--- src/rtl/ifetch_buf.sv ---
// ifetch_buf: PC generator, imem request/response port and fetch queue feeding decode
//   clk, rst                    clock, synchronous active-high reset
//   branch_i, branch_pc_i       redirect from EX
//   flush_i, flush_pc_i         redirect from trap/CSR, wins over branch
//   imem_req_valid_o/ready_i    fetch request handshake, imem_req_addr_o = word-aligned pc
//   imem_rsp_valid_i/data_i     in-order, never back-pressured instruction response
//   id_valid_o/ready_i          queue head handshake to decode, id_pc_o/id_inst_o = head entry
module ifetch_buf #(
  parameter int XLEN = 32,
  parameter logic [XLEN-1:0] RESET_PC = '0,
  parameter int FETCH_DEPTH = 4,
  parameter int MAX_OUT = 2
) (
  input  logic            clk,
  input  logic            rst,
  input  logic            branch_i,
  input  logic [XLEN-1:0] branch_pc_i,
  input  logic            flush_i,
  input  logic [XLEN-1:0] flush_pc_i,
  output logic            imem_req_valid_o,
  input  logic            imem_req_ready_i,
  output logic [XLEN-1:0] imem_req_addr_o,
  input  logic            imem_rsp_valid_i,
  input  logic [XLEN-1:0] imem_rsp_data_i,
  output logic            id_valid_o,
  input  logic            id_ready_i,
  output logic [XLEN-1:0] id_pc_o,
  output logic [XLEN-1:0] id_inst_o
);
  localparam int AW = $clog2(FETCH_DEPTH);
  localparam int CW = $clog2(FETCH_DEPTH + 1);
  localparam int RW = MAX_OUT > 1 ? $clog2(MAX_OUT) : 1;
  localparam logic [CW-1:0] DEPTH = CW'(FETCH_DEPTH);
  localparam logic [CW-1:0] MAXO = CW'(MAX_OUT);
  localparam logic [RW-1:0] RLAST = RW'(MAX_OUT - 1);
  logic [XLEN-1:0] pc_q, pc_d, target;
  logic [CW-1:0] fq_cnt_q, fq_cnt_d, out_cnt_q, out_cnt_d, drop_cnt_q, drop_cnt_d;
  logic [CW:0] in_use;
  logic [AW-1:0] head_q, head_d, tail_q, tail_d;
  logic [RW-1:0] rp_wr_q, rp_wr_d, rp_rd_q, rp_rd_d;
  logic [XLEN-1:0] fq_pc_q [FETCH_DEPTH];
  logic [XLEN-1:0] fq_inst_q [FETCH_DEPTH];
  logic [XLEN-1:0] rp_pc_q [MAX_OUT];
  logic redir, accept, push, pop;
  always_comb begin
    redir = flush_i | branch_i;
    target = (flush_i ? flush_pc_i : branch_pc_i) & ~XLEN'(3);
    // queued entries plus live requests in flight; doomed requests hold no credit
    in_use = {1'b0, fq_cnt_q} + {1'b0, out_cnt_q} - {1'b0, drop_cnt_q};
    imem_req_valid_o = !rst && !redir && out_cnt_q < MAXO && in_use < {1'b0, DEPTH};
    imem_req_addr_o = pc_q;
    accept = imem_req_valid_o && imem_req_ready_i;
    id_valid_o = fq_cnt_q != '0 && !redir;
    id_pc_o = fq_cnt_q != '0 ? fq_pc_q[head_q] : '0;
    id_inst_o = fq_cnt_q != '0 ? fq_inst_q[head_q] : '0;
    pop = id_valid_o && id_ready_i;
    push = imem_rsp_valid_i && !redir && drop_cnt_q == '0;
    pc_d = redir ? target : accept ? pc_q + XLEN'(4) : pc_q;
    out_cnt_d = out_cnt_q + CW'(accept) - CW'(imem_rsp_valid_i);
    // every request still in flight after a redirect belongs to the wrong path
    drop_cnt_d = redir ? out_cnt_q - CW'(imem_rsp_valid_i)
                       : drop_cnt_q - CW'(imem_rsp_valid_i && drop_cnt_q != '0);
    fq_cnt_d = redir ? '0 : fq_cnt_q + CW'(push) - CW'(pop);
    head_d = redir ? '0 : head_q + AW'(pop);
    tail_d = redir ? '0 : tail_q + AW'(push);
    rp_wr_d = !accept ? rp_wr_q : rp_wr_q == RLAST ? '0 : rp_wr_q + RW'(1);
    rp_rd_d = !imem_rsp_valid_i ? rp_rd_q : rp_rd_q == RLAST ? '0 : rp_rd_q + RW'(1);
  end
  always_ff @(posedge clk) begin
    if (rst) begin
      pc_q <= RESET_PC;
      fq_cnt_q <= '0;
      out_cnt_q <= '0;
      drop_cnt_q <= '0;
      head_q <= '0;
      tail_q <= '0;
      rp_wr_q <= '0;
      rp_rd_q <= '0;
    end else begin
      assert (!(push && !pop && fq_cnt_q == DEPTH));
      pc_q <= pc_d;
      fq_cnt_q <= fq_cnt_d;
      out_cnt_q <= out_cnt_d;
      drop_cnt_q <= drop_cnt_d;
      head_q <= head_d;
      tail_q <= tail_d;
      rp_wr_q <= rp_wr_d;
      rp_rd_q <= rp_rd_d;
    end
  end
  // request PCs ride alongside the in-order responses, dropped ones included
  always_ff @(posedge clk) begin
    if (accept) rp_pc_q[rp_wr_q] <= pc_q;
    if (push) begin
      fq_pc_q[tail_q] <= rp_pc_q[rp_rd_q];
      fq_inst_q[tail_q] <= imem_rsp_data_i;
    end
  end
endmodule

--- config.mk ---
export PLATFORM = sky130hd
export DESIGN_NAME = ifetch_buf
export DESIGN_NICKNAME = d
export VERILOG_FILES = /design/src/rtl/ifetch_buf.sv
export SDC_FILE = /design/constraint.sdc
export NUM_CORES = 1
export LEC_CHECK = 0
export ABC_CLOCK_PERIOD_IN_PS = 8200
export CAP_MARGIN = 20
export CORE_ASPECT_RATIO = 0.6
export CORE_MARGIN = 5
export CORE_UTILIZATION = 55
export CTS_CLUSTER_DIAMETER = 50
export DETAILED_ROUTE_END_ITERATION = 10
export PLACE_DENSITY = 0.8
export SLEW_MARGIN = 20
export SYNTH_ARGS = -nofsm -noshare
export SYNTH_HDL_FRONTEND = slang
export SYNTH_SLANG_ARGS = --single-unit
--- constraint.sdc ---
create_clock -name clk -period 8.2 [get_ports clk]
set_clock_uncertainty 0.1 [all_clocks]
set_input_delay 1.23 -clock clk [delete_from_list [all_inputs] [get_ports clk]]
set_output_delay 1.23 -clock clk [all_outputs]
set_load 0.03 [all_outputs]
# --- After elaboration in Yosys (flattened, before gate mapping) ---
# Memory sizes are Yosys's and may differ from the RTL's. A register that Yosys moved wholly into a read port is not among the register bits.
# Index checks and enable logic that the tools add are counted.
op_classes:
  order_cmp: 2
  n_reduce_logical: 16
  muxes: 16
  n_bitwise: 1
  n_addsub: 13
ops:
  columns: ["op", "count"]
  rows:
  - ["two-way mux 32 bit", 5]
  - ["adder 32 x 3 -> 32 bit, second input constant", 1]
  - ["subtractor 3 x 1 -> 3 bit", 4]
  - ["logical AND 1 bit", 9]
  - ["two-way mux 1 bit", 8]
  - ["adder 3 x 1 -> 3 bit", 2]
  - ["nonzero test 3 bit", 2]
  - ["adder 2 x 1 -> 2 bit", 2]
  - ["adder 3 x 3 -> 4 bit", 1]
  - ["< comparator 4 x 3 -> 1 bit, second input constant", 1]
  - ["two-way mux 2 bit", 2]
  - ["subtractor 4 x 3 -> 4 bit", 1]
  - ["logical NOT 3 bit", 1]
  - ["< comparator 3 x 2 -> 1 bit, second input constant", 1]
  - ["two-way mux 3 bit", 1]
  - ["adder 1 bit, second input constant", 2]
  - ["logical NOT 1 bit", 2]
  - ["nonzero test 2 bit", 1]
  - ["OR reduction 2 bit", 1]
  - ["bitwise OR 1 bit", 1]
totals:
  input_bits: 103
  wordCells: 60
  out_inout_bits: 98
  mem_bits_rw: 320
  n_memories: 3
  register_bits: 47
mem_list:
  columns: ["name", "words", "word_bits", "rd", "rd_clocked_by_memory_dff", "write_ports", "line_no", "source"]
  rows:
  - ["fq_inst_q", 4, 32, 1, 1, 1, "42", "logic [XLEN-1:0] fq_inst_q [FETCH_DEPTH];"]
  - ["fq_pc_q", 4, 32, 1, 1, 1, "41", "logic [XLEN-1:0] fq_pc_q [FETCH_DEPTH];"]
  - ["rp_pc_q", 2, 32, 1, 1, 1, "43", "logic [XLEN-1:0] rp_pc_q [MAX_OUT];"]

# --- Logic depth before layout (Yosys ltp) ---
# Gate-level depths: netlist of the first run.
depth:
  word_depth: 8
  depth_mapped: 15
  ltp_nobuf: 14

# --- Least setup slack after synthesis of the first run ---
# No wires, ideal clock.
synth_timing:
  kind: "input to register"
  from: "input flush_i"
  to: "memory fq_inst_q[1][0], enable pin"
  path_buffers: 1
  t_required_ps: 7529
  setup_ps: 571
  path_slack_ps: 1149
  arrival_time_ps: 6380
  path_stages: 4
  path_cell_list: "buf_6 nor2_1 nand3_1 nor3b_1"
synth_between:
  elab_chain_cells: 6
synth_lines:
  columns: ["item", "line_no", "source"]
  rows:
  - ["start: declaration", "18", "input logic flush_i,"]
  - ["bitwise OR 1 bit", "46", "redir = flush_i | branch_i;"]
  - ["logical NOT 1 bit", "57", "push = imem_rsp_valid_i && !redir && drop_cnt_q == '0;"]
  - ["logical AND 1 bit (2 in series)", "57", null]
  - ["two-way mux 1 bit", "94", "if (push) begin"]
  - ["two-way mux 1 bit (not written as such)", "96", "fq_inst_q[tail_q] <= imem_rsp_data_i;"]
  - ["end: declaration", "42", null]
# No other way between the ends.

# --- Final worst setup path of the first run ---
layout_timing:
  from: "input flush_i"
  to: "output id_valid_o"
layout_between:
  elab_chain_cells: 3
layout_lines:
  columns: ["item", "line_no", "source"]
  rows:
  - ["bitwise OR 1 bit", "46", null]
  - ["logical NOT 1 bit", "53", "id_valid_o = fq_cnt_q != '0 && !redir;"]
  - ["logical AND 1 bit", "53", null]
  - ["end: declaration", "25", "output logic id_valid_o,"]
# No other way between the ends.

==> results of run 1 <==
## cell usage in the layout, fill, tap and decap left out, types with 5 or more instances in the layout
| master | Yosys | routed |
|---|---|---|
| o21ai_0 | 8 | 8 |
| a21oi_1 | 12 | 12 |
| a211oi_1 | 23 | 23 |
| nor4_1 | 5 | 5 |
| and2_1 | 8 | 8 |
| nor2_1 | 25 | 23 |
| mux4_2 | 62 | 62 |
| clkbuf_1 | 32 | 14 |
| buf_4 | 4 | 10 |
| clkbuf_16 | 0 | 31 |
| dfxtp_1 | 46 | 44 |
| o31ai_1 | 5 | 5 |
| nand3_1 | 11 | 11 |
| clkdlybuf4s50_1 | 0 | 192 |
| nor2b_1 | 67 | 67 |
| edfxtp_1 | 308 | 308 |
| nand4_1 | 5 | 5 |
| nand2_1 | 19 | 19 |
| clkinv_2 | 0 | 6 |
| a22oi_1 | 10 | 10 |
| inv_1 | 21 | 21 |
| xor2_1 | 7 | 7 |
| nor3_1 | 9 | 7 |
| mux2_2 | 30 | 30 |
| xnor2_1 | 19 | 19 |
| o22ai_1 | 14 | 14 |
| ha_1 | 15 | 15 |
## final timing paths
| kind | start | to | depth (start not counted) |
|---|---|---|---|
| worst min register to register | rp_rd_q | flip-flop | 2 |
| worst max-delay path | flush_i | id_valid_o | 4 |
| worst max register to register | fq_cnt_q[1] | out_cnt_q[1] | 13 |
| worst min-delay path | rp_rd_q | flip-flop | 2 |
## registers in the layout (all words and copies together), names as in the netlist, named ones only
register         count
head_q               2
rp_rd_q              1
drop_cnt_q           3
rp_pc_q             60
rp_wr_q              1
imem_req_addr_o     30
fq_pc_q            120
tail_q               2
fq_cnt_q             3
fq_inst_q          128
out_cnt_q            3
## cell type report
cell class                      instances  share of cell area
Sequential cell                       354               0.577
Multi-Input combinational cell        409               0.226
Timing Repair Buffer                  202               0.113
Clock buffer                           45              0.0470
Tap cell                              352              0.0250
Clock inverter                         11             0.00625
Inverter                               22             0.00468
## cells by family (layout without fill, tap and decap cells)
| family | count (synthesis) | in the layout | synth area share |
|---|---|---|---|
| other cells | 1 | 4 | 0.000260 |
| simple gates | 175 | 175 | 0.0730 |
| buf+inv | 71 | 280 | 0.0218 |
| fa+ha+maj | 19 | 19 | 0.0185 |
| compound gates | 90 | 90 | 0.0439 |
| xor+xnor | 26 | 26 | 0.0158 |
| flops | 354 | 354 | 0.704 |
| mux | 95 | 95 | 0.122 |
## per-layer routing
metal / part of all wire / GRT usage
met1: 0.46 / 0.303
met2: 0.46 / 0.307
met3: 0.059 / 0.0366
met4: 0.019 / 0.0383
met5: 0 / 0
## worst max-delay path: stages
cell,delay (ns)
clkdlybuf4s50_1,0.95
or2_2,0.67
nor2_1,0.15
clkdlybuf4s50_1,0.72
## power by group through the flow
stage	Sequential (mW)	Clock (mW)	Combinational, mW
3_5_place_dp	2.07	0	0.295
2_1_floorplan	2.08	0	0.157
5_1_grt	2.03	1.47	0.324
3_3_place_gp	2.07	0	0.290
6_report	2.03	1.37	0.295
4_1_cts	2.03	1.39	0.297
## stage by stage
step	setup WS, ns	area (µm²)	std cells
after global routing	3.03	17600	1395
after detailed placement	3.16	16700	1339
after global placement	3.18	16700	1339
final	3.14	17600	1395
after CTS	3.16	17600	1395
after floorplan	1.15	14400	834
==> metrics.md, run 1 <==
| Metric | Value |
|---|---|
| Status | `completed` |
| Worst Tran Pin Value | `a little over 1 ns` |
| Rel. slew slack | `0.306` |
| Yosys warning total | `0` |
| DIE HEIGHT | `135 µm` |
| Synth top area cells | `edfxtp_1, mux4_2, dfxtp_1, nor2b_1, mux2_2` |
| Vias in the first global route | `between 8000 and 9000` |
| Row count | `45` |
| Post-CTS setup buffers | `0` |
| Diodes inserted | `0` |
| Final Slew Violations | `0` |
| Post-Synthesis Cells | `about 830` |
| Drt first pass iters | `5` |
| First-pass GRT wire length | `about 46000 µm` |
| Sw Ratio | `0.214` |
| Yosys top cell area share | `0.641` |
| Area Growth Syn to Fin | `22.1%` |
| Initial Util | `0.565` |
| Comb pwr share | `0.080` |
| Critical path class | `input port to primary output` |
| Crit path max fanout | `28` |
| Routed len/inst | `approximately 21 µm` |
| Final wirelength | `a little under 30000 µm` |
| DP Wirelength | `about 19000 µm` |
| Core area | `approximately 26000 µm²` |
| Flop pwr share | `0.550` |
| IO Pins | `~200` |
| Ys async rst share | `0` |
| Yosys cell types | `57` |
| Reg area | `slightly above 10000 µm²` |
| Cell Area, Synth | `about 14000 µm²` |
| Sw power | `~0.8 mW` |
| DRT iter0 DRCs | `around 760` |
| Syn Area/Cell | `about 17 µm²` |
| Crit path time final | `approximately 5.1 ns` |
| Net count, final | `approximately 1100` |
| Fin. Hold Viols | `0` |
| Die area | `between 20000 and 30000 µm²` |
| Routability cong. | `0.877` |
| Worst EP required | `6.87 ns` |
| Clock Tree Buf Depth | `3` |
| Most used DFF post-synth | `edfxtp_1` |
| Max Cap Viol | `0` |
| Layout Utilization | `0.690` |
| FF-to-FF setup slack | `roughly 4.4 ns` |
| Multi-input logic area | `approximately 4000 µm²` |
| DRC | `0` |
| Largest net degree at the start of global routing | `64` |
| Synth area leader | `edfxtp_1` |
| Clk slew on worst S/H paths | `0.06 ns` |
| Overflow left after global routing | `0` |
| Port-buffer cells | `192` |
| Hold Path Class | `flip-flop to flip-flop` |
| Most common cell in the netlist | `edfxtp_1` |
| Via Count | `7834` |
| RSZ-0062 raised after global routing | `no` |
| Clk Latency, worst-skew pair | `0.55 ns` |
| ANT nets after route | `0` |
| Antenna violations before repair | `0` |
| Critical Path Sink Type | `primary output` |
| Leak pwr | `~5.6 nW` |
| Fin crit share | `0.617` |
| Crit start category | `input port` |
| Fmax | `approximately 0.2 GHz` |
| Seq/Total Area, Yosys | `0.704` |
| Power per cell area | `around 210 nW/µm²` |
| H-tree levels | `1` |
| Final Hold Slack | `0.411 ns` |
| Num Clock Sinks | `around 350` |
| Root Buffer | `clkbuf_16` |
| # setup viols final | `0` |
| Max IR drop VDD | `~0.18 mV` |
| Layout cells sized above 1 | `0.158` |
| Hold_buf cts | `0` |
| P_int | `roughly 2.9 mW` |
| Final setup TNS | `0 ns` |
| CTS Buf Count | `31` |
| Post-DR vias/cell | `between 5 and 6` |
| Post-synth EDFFs | `between 300 and 400` |
| TritonCTS clock tree | `done` |
| # fillers | `approximately 1700` |
| Post-CTS resize count | `0` |
| Die Wd | `approximately 220 µm` |
| Total power | `3.69 mW` |
| Clock share of power | `0.370` |
| Critical path arrival | `about 3.7 ns` |
| Yosys reg bits | `approximately 350` |
| Commonest cells post-synth | `edfxtp_1, nor2b_1, mux4_2, dfxtp_1, clkbuf_1` |
| GRT Resource Usage Total | `0.199` |
Power figures use the tool's default switching activity.
==> run 2, diff against run 1 <==
Settings changed: ABC_CLOCK_PERIOD_IN_PS 8200 to 4700.
Clock period 8.2 ns to 4.7 ns, I/O delays scaled along.
==> metrics.md, run 2 (synthesis gave the netlist of run 1 again) <==
| Metric | Value |
|---|---|
| Status | `completed (unchanged)` |
| Cells after DPL | `1344 (was 1339)` |
| FF-to-FF setup slack | `0.91 ns (was 4.37 ns)` |
| Max Cap Viol | `0 (unchanged)` |
| Final Slew Violations | `0 (unchanged)` |
| Pre-CTS setup slack | `0.718 ns (was 3.16 ns)` |
| Critical Path Sink Type | `primary output (unchanged)` |
| Post-CTS resize count | `0 (unchanged)` |
| Port-buffer cells | `192 (unchanged)` |
| Fin. Hold Viols | `0 (unchanged)` |
| Net count, final | `1147 (was 1142)` |
| Overflow left after global routing | `0 (unchanged)` |
| Hold path cells | `2 (unchanged)` |
| Crit path time final | `4.02 ns` |
| Die Wd | `219 µm (unchanged)` |
| Most common cell after layout, fill and taps aside | `edfxtp_1 (unchanged)` |
| Power per cell area | `368 nW/µm² (was 209 nW/µm²)` |
| Rel. slew slack | `0.308 (was 0.306)` |
| Crit path max fanout | `3 (was 28)` |
| Fin crit share | `0.856` |
| Num Clock Sinks | `354 (unchanged)` |
| Largest net degree at the start of global routing | `63 (was 64)` |
| # fillers | `1672 (was 1715)` |
| Diodes inserted | `0 (unchanged)` |
| Vias in the first global route | `8167 (was 8005)` |
| Post-CTS setup buffers | `0 (unchanged)` |
| GRT Resource Usage Total | `0.204 (was 0.199)` |
| # setup viols final | `0 (unchanged)` |
| Area Growth Syn to Fin | `23.4% (was 22.1%)` |
| Max FFs per register | `128 (unchanged)` |
| Core area | `25600 µm² (unchanged)` |
| Via Count | `7963 (was 7834)` |
| Critical path arrival | `3.22 ns (was 3.73 ns)` |
| Crit start category | `flip-flop (was input port)` |
| Layout cells sized above 1 | `0.169 (was 0.158)` |
| DRT iter0 DRCs | `691 (was 762)` |
| Clock Tree Buf Depth | `3 (unchanged)` |
| CP max stage delay | `0.66 ns (was 0.95 ns)` |
| Worst Reg-to-Reg Cells | `13 (unchanged)` |
| Leak pwr | `5.69 nW (was 5.61 nW)` |
| Post-route cell area | `17800 µm² (was 17600 µm²)` |
| CTS Buf Count | `31 (unchanged)` |
| DIE HEIGHT | `135 µm (unchanged)` |
| Hold Crit Endpoint | `rp_rd_q` |
| Final wirelength | `29900 µm (was 29400 µm)` |
| Root Buffer | `clkbuf_16 (unchanged)` |
| Critical path class | `flip-flop to primary output (was input port to primary output)` |
| Antenna violations before repair | `0 (unchanged)` |
| HP Start | `rp_rd_q (unchanged)` |
| Worst Tran Pin Value | `1.04 ns (about the same)` |
| Worst EP required | `3.89 ns (was 6.87 ns)` |
| Routed len/inst | `21.3 µm (was 21.0 µm)` |
| First-pass GRT wire length | `47100 µm (was 46000 µm)` |
| RSZ-0062 raised after global routing | `no (unchanged)` |
| Post-DR vias/cell | `5.68 (was 5.62)` |
| Delay-heaviest family, CP | `buffers and inverters (unchanged)` |
| Fmax | `approximately 0.25 GHz` |
| Placed instance area | `16800 µm² (was 16700 µm²)` |
| Hold_buf cts | `0 (unchanged)` |
| Finished Layout Cells | `1401 (was 1395)` |
| DP Wirelength | `19400 µm (was 18700 µm)` |
| Max IR drop VDD | `0.298 mV (was 0.184 mV)` |
| CP cell instances | `inv_1, fa_1, inv_1, ha_1, and3b_1, nor4_4, o211a_1, clkdlybuf4s50_1 (was clkdlybuf4s50_1, or2_2, nor2_1, clkdlybuf4s50_1)` |
| Hold Path Class | `flip-flop to flip-flop (unchanged)` |
| Routability cong. | `0.876 (was 0.877)` |
| TritonCTS clock tree | `done (unchanged)` |
| Initial Util | `0.565 (unchanged)` |
| Final setup TNS | `0 ns (unchanged)` |
| IO Pins | `201 (unchanged)` |
| Regs by FF count | `fq_inst_q x128, fq_pc_q x120, rp_pc_q x60 (unchanged)` |
| Clk slew on worst S/H paths | `0.07 ns (was 0.06 ns)` |
| Reg with most FFs | `fq_inst_q (unchanged)` |
| Crit Reg-Reg Startpoint | `fq_cnt_q[1] (unchanged)` |
| Commonest non-fill, non-tap cells in the layout | `edfxtp_1, clkdlybuf4s50_1, nor2b_1, mux4_2, dfxtp_1 (unchanged)` |
| Clk Latency, worst-skew pair | `0.57 ns (was 0.55 ns)` |
| DRC | `0 (unchanged)` |
| Most used cell, CP | `inv_1 (was clkdlybuf4s50_1)` |
| H-tree levels | `1 (unchanged)` |
| Die area | `29700 µm² (unchanged)` |
| Row count | `45 (unchanged)` |
| Worst reg2reg path endpoint | `out_cnt_q[1] (unchanged)` |
| ANT nets after route | `0 (unchanged)` |
| Fin worst setup slack | `0.678 ns (was 3.14 ns)` |
| Drt first pass iters | `5 (unchanged)` |
| CP Buf/Inv Count | `3 (was 2)` |
| CP max-delay cell | `clkdlybuf4s50_1 (unchanged)` |
[run 2: cell types whose count changed in the layout (fill, tap and decap cells not counted), moves of 2 or more]
cell,before,now
clkbuf_1,14,5
buf_12,0,5
clkbuf_8,0,4
clkinv_1,1,4
clkbuf_16,31,33
[run 2: tightest hold or removal path: cells and delay by family (launching register included)]
family        cells  cell delay, ns
xor+xnor          1            0.08
flops             1            0.32
simple gates      1            0.09
[run 2: how the worst max path moves through the flow]
stage	slack (ns)	endpoint	cells after the start	startpoint
CTS	0.62	imem_req_valid_o	8	fq_cnt_q[1]
floorplan	0.07	fq_inst_q[2][0]	6	flush_i
global placement	0.78	out_cnt_q[2]	11	branch_i
global route	0.49	imem_req_valid_o	8	fq_cnt_q[1]
finish	0.68	imem_req_valid_o	8	fq_cnt_q[1]
detailed placement	0.72	out_cnt_q[2]	11	branch_i
[run 2: layout make-up]
class / instances / area [µm²] / area share
multi-input combinational: 409 / 4010 / 0.225
sequential: 354 / 10200 / 0.571
tap: 352 / 440 / 0.0247
clock inverter: 15 / 118 / 0.00660
timing repair buffer: 207 / 2100 / 0.118
clock buffer: 42 / 900 / 0.0505
inverter: 22 / 82.6 / 0.00463
[run 2: metal layers]
layer  vias up  wire [µm]  GRT usage
met5         -          0          0
met4         0        417     0.0328
met3        35       2000     0.0436
met2       257      14000      0.314
met1      4032      13400      0.313
li1       3639          -          -
[run 2: through the flow]
step / hold WS [ns] / power [mW] / util
finish: 0.428 / 6.56 / 0.697
global route: 0.443 / 6.81 / 0.697
CTS: 0.426 / 6.61 / 0.697
detailed placement: 0.410 / 4.13 / 0.657
global placement: 0.393 / 4.12 / 0.657
floorplan: 0.380 / 3.91 / -
[run 2: power breakdown]
part	leakage [nW]	internal [mW]	switching [mW]
clock	0.500	1.40	1.09
sequential	3.16	3.48	0.0580
combinational	2.02	0.250	0.269
